==> src/rtl/clint_pkg.sv <==
// Register map and helpers shared by the core-local interruptor.
// Offsets are byte offsets inside the CLINT window; decode uses word bits only.
package clint_pkg;

    localparam logic [15:0] CLINT_MSIP        = 16'h0000;
    localparam logic [15:0] CLINT_MTIMECMP_LO = 16'h4000;
    localparam logic [15:0] CLINT_MTIMECMP_HI = 16'h4004;
    localparam logic [15:0] CLINT_MTIME_LO    = 16'hBFF8;
    localparam logic [15:0] CLINT_MTIME_HI    = 16'hBFFC;

    typedef enum logic [2:0] {
        REG_NONE,
        REG_MSIP,
        REG_CMP_LO,
        REG_CMP_HI,
        REG_TIME_LO,
        REG_TIME_HI
    } reg_sel_e;

    function automatic reg_sel_e decode_reg(input logic [13:0] word);
        reg_sel_e sel;
        sel = REG_NONE;
        case (word)
            CLINT_MSIP[15:2]:        sel = REG_MSIP;
            CLINT_MTIMECMP_LO[15:2]: sel = REG_CMP_LO;
            CLINT_MTIMECMP_HI[15:2]: sel = REG_CMP_HI;
            CLINT_MTIME_LO[15:2]:    sel = REG_TIME_LO;
            CLINT_MTIME_HI[15:2]:    sel = REG_TIME_HI;
            default:                 sel = REG_NONE;
        endcase
        return sel;
    endfunction

    function automatic logic [31:0] merge_bytes(input logic [31:0] old_val,
                                                input logic [31:0] new_val,
                                                input logic [3:0]  wsel);
        logic [31:0] res;
        res = old_val;
        for (int b = 0; b < 4; b++) begin
            if (wsel[b]) res[8*b +: 8] = new_val[8*b +: 8];
        end
        return res;
    endfunction

endpackage

==> src/rtl/clint.sv <==
// Core-local interruptor: free-running mtime, mtimecmp and msip behind a
// single-cycle-ack bus port, driving level timer/software interrupts.
module clint
    import clint_pkg::*;
#(
    parameter int unsigned PRESCALE = 1
) (
    input  logic        i_clk,
    input  logic        i_rst_n,
    input  logic        i_stb,
    input  logic        i_we,
    input  logic [15:0] i_addr,
    input  logic [31:0] i_wdata,
    input  logic [3:0]  i_wsel,
    output logic        o_ack,
    output logic [31:0] o_rdata,
    output logic        o_timer_interrupt,
    output logic        o_software_interrupt
);

    localparam logic [15:0] PRESCALE_LAST = 16'(PRESCALE - 1);

    logic [15:0] presc_cnt;
    logic        tick;
    logic [63:0] mtime;
    logic [63:0] mtime_next;
    logic [63:0] mtimecmp;
    logic [63:0] mtimecmp_next;
    logic        msip;
    logic        msip_next;
    logic [31:0] rd_val;
    logic        wr;
    reg_sel_e    sel;
    logic [1:0]  unused_addr;

    assign unused_addr = i_addr[1:0];
    assign sel  = decode_reg(i_addr[15:2]);
    assign wr   = i_stb && i_we;
    assign tick = (presc_cnt == PRESCALE_LAST);

    always_ff @(posedge i_clk or negedge i_rst_n) begin
        if (!i_rst_n) begin
            presc_cnt <= '0;
        end else if (tick) begin
            presc_cnt <= '0;
        end else begin
            presc_cnt <= presc_cnt + 16'd1;
        end
    end

    // A write to either mtime half replaces the increment for the whole
    // 64-bit value that cycle, so no carry leaks into the other half.
    always_comb begin
        mtime_next = mtime;
        if (tick) mtime_next = mtime + 64'd1;
        if (wr && sel == REG_TIME_LO)
            mtime_next = {mtime[63:32], merge_bytes(mtime[31:0], i_wdata, i_wsel)};
        if (wr && sel == REG_TIME_HI)
            mtime_next = {merge_bytes(mtime[63:32], i_wdata, i_wsel), mtime[31:0]};
    end

    always_comb begin
        mtimecmp_next = mtimecmp;
        msip_next     = msip;
        if (wr && sel == REG_CMP_LO)
            mtimecmp_next[31:0] = merge_bytes(mtimecmp[31:0], i_wdata, i_wsel);
        if (wr && sel == REG_CMP_HI)
            mtimecmp_next[63:32] = merge_bytes(mtimecmp[63:32], i_wdata, i_wsel);
        if (wr && sel == REG_MSIP && i_wsel[0])
            msip_next = i_wdata[0];
    end

    always_comb begin
        rd_val = '0;
        case (sel)
            REG_MSIP:    rd_val = {31'd0, msip};
            REG_CMP_LO:  rd_val = mtimecmp[31:0];
            REG_CMP_HI:  rd_val = mtimecmp[63:32];
            REG_TIME_LO: rd_val = mtime[31:0];
            REG_TIME_HI: rd_val = mtime[63:32];
            default:     rd_val = '0;
        endcase
    end

    always_ff @(posedge i_clk or negedge i_rst_n) begin
        if (!i_rst_n) begin
            mtime             <= '0;
            mtimecmp          <= '1;
            msip              <= 1'b0;
            o_ack             <= 1'b0;
            o_rdata           <= '0;
            o_timer_interrupt <= 1'b0;
        end else begin
            mtime             <= mtime_next;
            mtimecmp          <= mtimecmp_next;
            msip              <= msip_next;
            o_ack             <= i_stb;
            o_rdata           <= (i_stb && !i_we) ? rd_val : 32'd0;
            o_timer_interrupt <= (mtime >= mtimecmp);
        end
    end

    assign o_software_interrupt = msip;

endmodule
==> config.mk <==
export PLATFORM = sky130hd
export DESIGN_NAME = clint
export DESIGN_NICKNAME = d
export VERILOG_FILES = /design/src/rtl/clint_pkg.sv /design/src/rtl/clint.sv
export SDC_FILE = /design/constraint.sdc
export NUM_CORES = 1
export LEC_CHECK = 0
export ABC_AREA = 1
export CORE_UTILIZATION = 55
export DETAILED_ROUTE_END_ITERATION = 10
export GPL_ROUTABILITY_DRIVEN = 0
export PLACE_DENSITY = 0.82
export SLEW_MARGIN = 30
export SYNTH_ARGS = -nofsm -noshare
export SYNTH_HDL_FRONTEND = slang
export SYNTH_SLANG_ARGS = --single-unit
==> constraint.sdc <==
create_clock -name i_clk -period 5.1 [get_ports i_clk]
set_input_delay 0.51 -clock i_clk [delete_from_list [all_inputs] [get_ports i_clk]]
set_output_delay 0.51 -clock i_clk [all_outputs]
set_load 0.01 [all_outputs]
==> metrics <==
R2R depth=11; worst hold margin=0.04895 ns; Final setup viols=0; Worst EP required=5.48 ns; Clock power frac=44.9%; Detail Placement HPWL=29.63 mm; CTS root buf=clkbuf_16; Final Slew Violations=0; Post-Syn Area=between 10,000 and 15,000 µm²; die width=155.0 µm; crit path launch type=primary input; asr flop ratio synth=100.0%; ordered cell list for the critical path=clkdlybuf4s50_1 -> nor2_1 -> nand2_1 -> nor2_2 -> nand2_2 -> nand2_2 -> nand2_4 -> inv_1 -> nand2_1 -> o21ai_0 -> nor2_1 -> nor2_1; CP max FO=29; Sw Pwr=0.0008794 W; Yosys cell types=42; Pre-Repair DR Iteration Count=8; Sum Neg Setup Slack=0 ns; Starting Density=56.54%; synth-to-layout area growth=13.13%; met1 GRT Util=45.15%; M3 GR Usage=7.799%; Port Buf Inserts=88; Worst-path clk slew=roughly 0.070 ns; I/O pins=91; first-pass GRT wire length=64.29 mm; Final nets=2,114; Critical Path Most Common Cell=nor2_1; Int Power=between 0.002 and 0.0025 W; vias in the first global route=approximately 12,000; most frequent cells in the layout=654 x nand2_1, 262 x nor2_1, 238 x inv_1; status=complete, no violations; Max VDD drop=a little under 0.0002 V; largest family of logic cells by synthesized area=simple AND/OR/NAND/NOR gates; Compound-Gate Fraction of Synth Area=between 10% and 20%; min Tclk post-route=3.106 ns; CTS HTree Levels=4; Synthesized Nets=2,045; GRT Overall Usage=34.60%; Ys Warns=0; Seq cells post-synth=around 180; clk buf depth=2; capturing point of the worst reg2reg path=mtime[24]; leak pwr=6.662 nW; TritonCTS clock tree=built; number of core rows=55; Seq/Total Area, Yosys=35.40%; Switching Share=26.81%; setup slack after layout=1.994 ns; Mapped Cells=1,922; Antenna Cells=0; slowest CP cell=nand2_2; Gates resized, CTS repair=0; Final ANT Viol Nets=0; routed wire length per instance=between 15 and 20 µm; ratio of cells with drive above 1 in the final layout=8.633%; largest net degree at the start of global routing=108; Slew HR=33.09%; FF-to-FF Start=mtime[0]; critical path's largest stage delay=0.62 ns; GR peak layer=met2; pwr dens=about 230 nW/µm²; ys flop type=dfrtp_1; Area after DPL=13,930 µm²; Vias=13,329; Top delay family on crit path=simple AND/OR/NAND/NOR gates; CTS Buf Count=17; Setup crit end kind=flop; grt ovf=0; Starting DRT DRC Count=1,542; final WL=40.63 mm; Avg Vias per Cell=5.753; syn avg cell area=about 6.7 µm²; sequential cell area=4559 µm²; Die Y-Extent=155.0 µm; RSZ-0062 raised after global routing=false; clk sink count=roughly 180; initial antenna violation count=0; critical path class=in -> reg; Max Freq=0.3219 GHz; Post-synth EDFFs=0; period utilization=between 60% and 70%; CP arrival=3.48 ns; adder-cell share of the synthesized area=6.509%; Post-Synth Simple-Gate Area=36.14%; Fin. Hold Viols=0; residual DRC count=0; Hold Path Class=in -> async; xor/xnor cell area share of the yosys netlist=~1.6%; Fillers=just over 2,000; Worst Clk Skew=0.01390 ns; Die ar.=24,030 µm²; Design Power=0.003280 W; Flop pwr share=45.7%; multiplexer area fraction after synthesis=0%; core area=22,780 µm²; commonest non-fill, non-tap cell in the layout=nand2_1; Slew @ Worst Pin=1.001 ns; max-cap violation count=0; met2 usage=a little over half; worst reg-to-reg setup slack=about 2.6 ns; pre-CTS setup slack=1.622 ns; Comb pwr share=9.4%; Multi-input gate area=7116 µm²; WP buf/inv=2; fin area=14,570 µm²; clk_lat worst skew=0.46 ns; hold buffers post-CTS=0; setup bufs post-CTS=0
-- flip-flops by register name, indices dropped and copies added, names as in the netlist --
name	flops
presc_cnt	16
o_timer_interrupt	1
mtime	64
o_rdata	32
mtimecmp	64
o_software_interrupt	1
o_ack	1
-- metrics by stage --
step                utilization, %  std cells
floorplan                        -       1922
global placement             61.17       2285
detailed placement           61.17       2285
CTS                          63.96       2317
global route                 63.96       2317
finish                       63.96       2317
-- final cells by class --
| cell class | instances | area share, % |
|---|---|---|
| Multi-Input combinational cell | 1453 | 48.84 |
| Timing Repair Buffer | 93 | 6.398 |
| Inverter | 247 | 6.415 |
| Clock inverter | 13 | 1.323 |
| Clock buffer | 19 | 3.040 |
| Sequential cell | 179 | 31.30 |
| Tap cell | 313 | 2.688 |
-- synth_stat cells, types with 2 or more instances --
| cell | number | share of area, % |
|---|---|---|
| a21oi_1 | 59 | 2.3 |
| buf_2 | 9 | 0.35 |
| buf_4 | 4 | 0.23 |
| buf_6 | 8 | 0.70 |
| clkbuf_1 | 19 | 0.55 |
| dfrtp_1 | 115 | 22 |
| dfstp_2 | 64 | 13 |
| ha_1 | 67 | 6.5 |
| inv_1 | 238 | 6.9 |
| inv_2 | 7 | 0.20 |
| nand2_1 | 654 | 19 |
| nand2_2 | 13 | 0.63 |
| nand2_4 | 11 | 0.96 |
| nand3_1 | 72 | 2.8 |
| nand3_2 | 4 | 0.31 |
| nand3b_1 | 3 | 0.17 |
| nand4_1 | 23 | 1.1 |
| nor2_1 | 262 | 7.6 |
| nor2_2 | 11 | 0.53 |
| nor2_4 | 13 | 1.1 |
| nor2_8 | 4 | 0.62 |
| nor3_1 | 13 | 0.51 |
| nor3_2 | 2 | 0.16 |
| nor3b_1 | 2 | 0.12 |
| nor4_1 | 3 | 0.15 |
| o21a_1 | 5 | 0.29 |
| o21ai_0 | 159 | 6.2 |
| o21ai_1 | 18 | 0.70 |
| o22ai_1 | 25 | 1.2 |
| xnor2_1 | 2 | 0.14 |
| xor2_1 | 22 | 1.5 |
-- routing by layer --
layer,up-vias,routed length [µm]
met4,0,1967
met3,172,4848
met1,6093,15900
li1,6197,-
met2,867,17910
met5,-,0
-- kinds of logic after synthesis --
kind of cell               Yosys count
AOI/OAI and AO/OA                  269
DFF                                179
xor gates and xnor gates            24
adders and majority gates           67
buffers and inverters              290
and+or+nand+nor                   1093
-- power groups by stage --
| stage | logic (W) | registers (W) | clock network (W) |
|---|---|---|---|
| final | 0.000308 | 0.00150 | 0.00147 |
| after global routing | 0.000343 | 0.00150 | 0.00153 |
| after CTS | 0.000306 | 0.00150 | 0.00147 |
| after detailed placement | 0.000302 | 0.00152 | 0 |
| after global placement | 0.000292 | 0.00152 | 0 |
| after floorplan | 0.000174 | 0.00151 | 0 |
-- worst max path at each step --
stage / endpoint / startpoint / depth (start not counted) / slack, ns
2_1_floorplan: mtime[40] / mtime[1] / 12 / 3.33
3_3_place_gp: o_rdata[17] / i_addr[4] / 12 / 1.71
3_5_place_dp: o_rdata[23] / i_addr[7] / 12 / 1.62
4_1_cts: o_rdata[23] / i_addr[7] / 12 / 2.08
5_1_grt: o_rdata[17] / i_addr[4] / 12 / 1.84
6_report: o_rdata[23] / i_addr[7] / 12 / 1.99
Note: power is estimated with default switching activity, not from simulation.
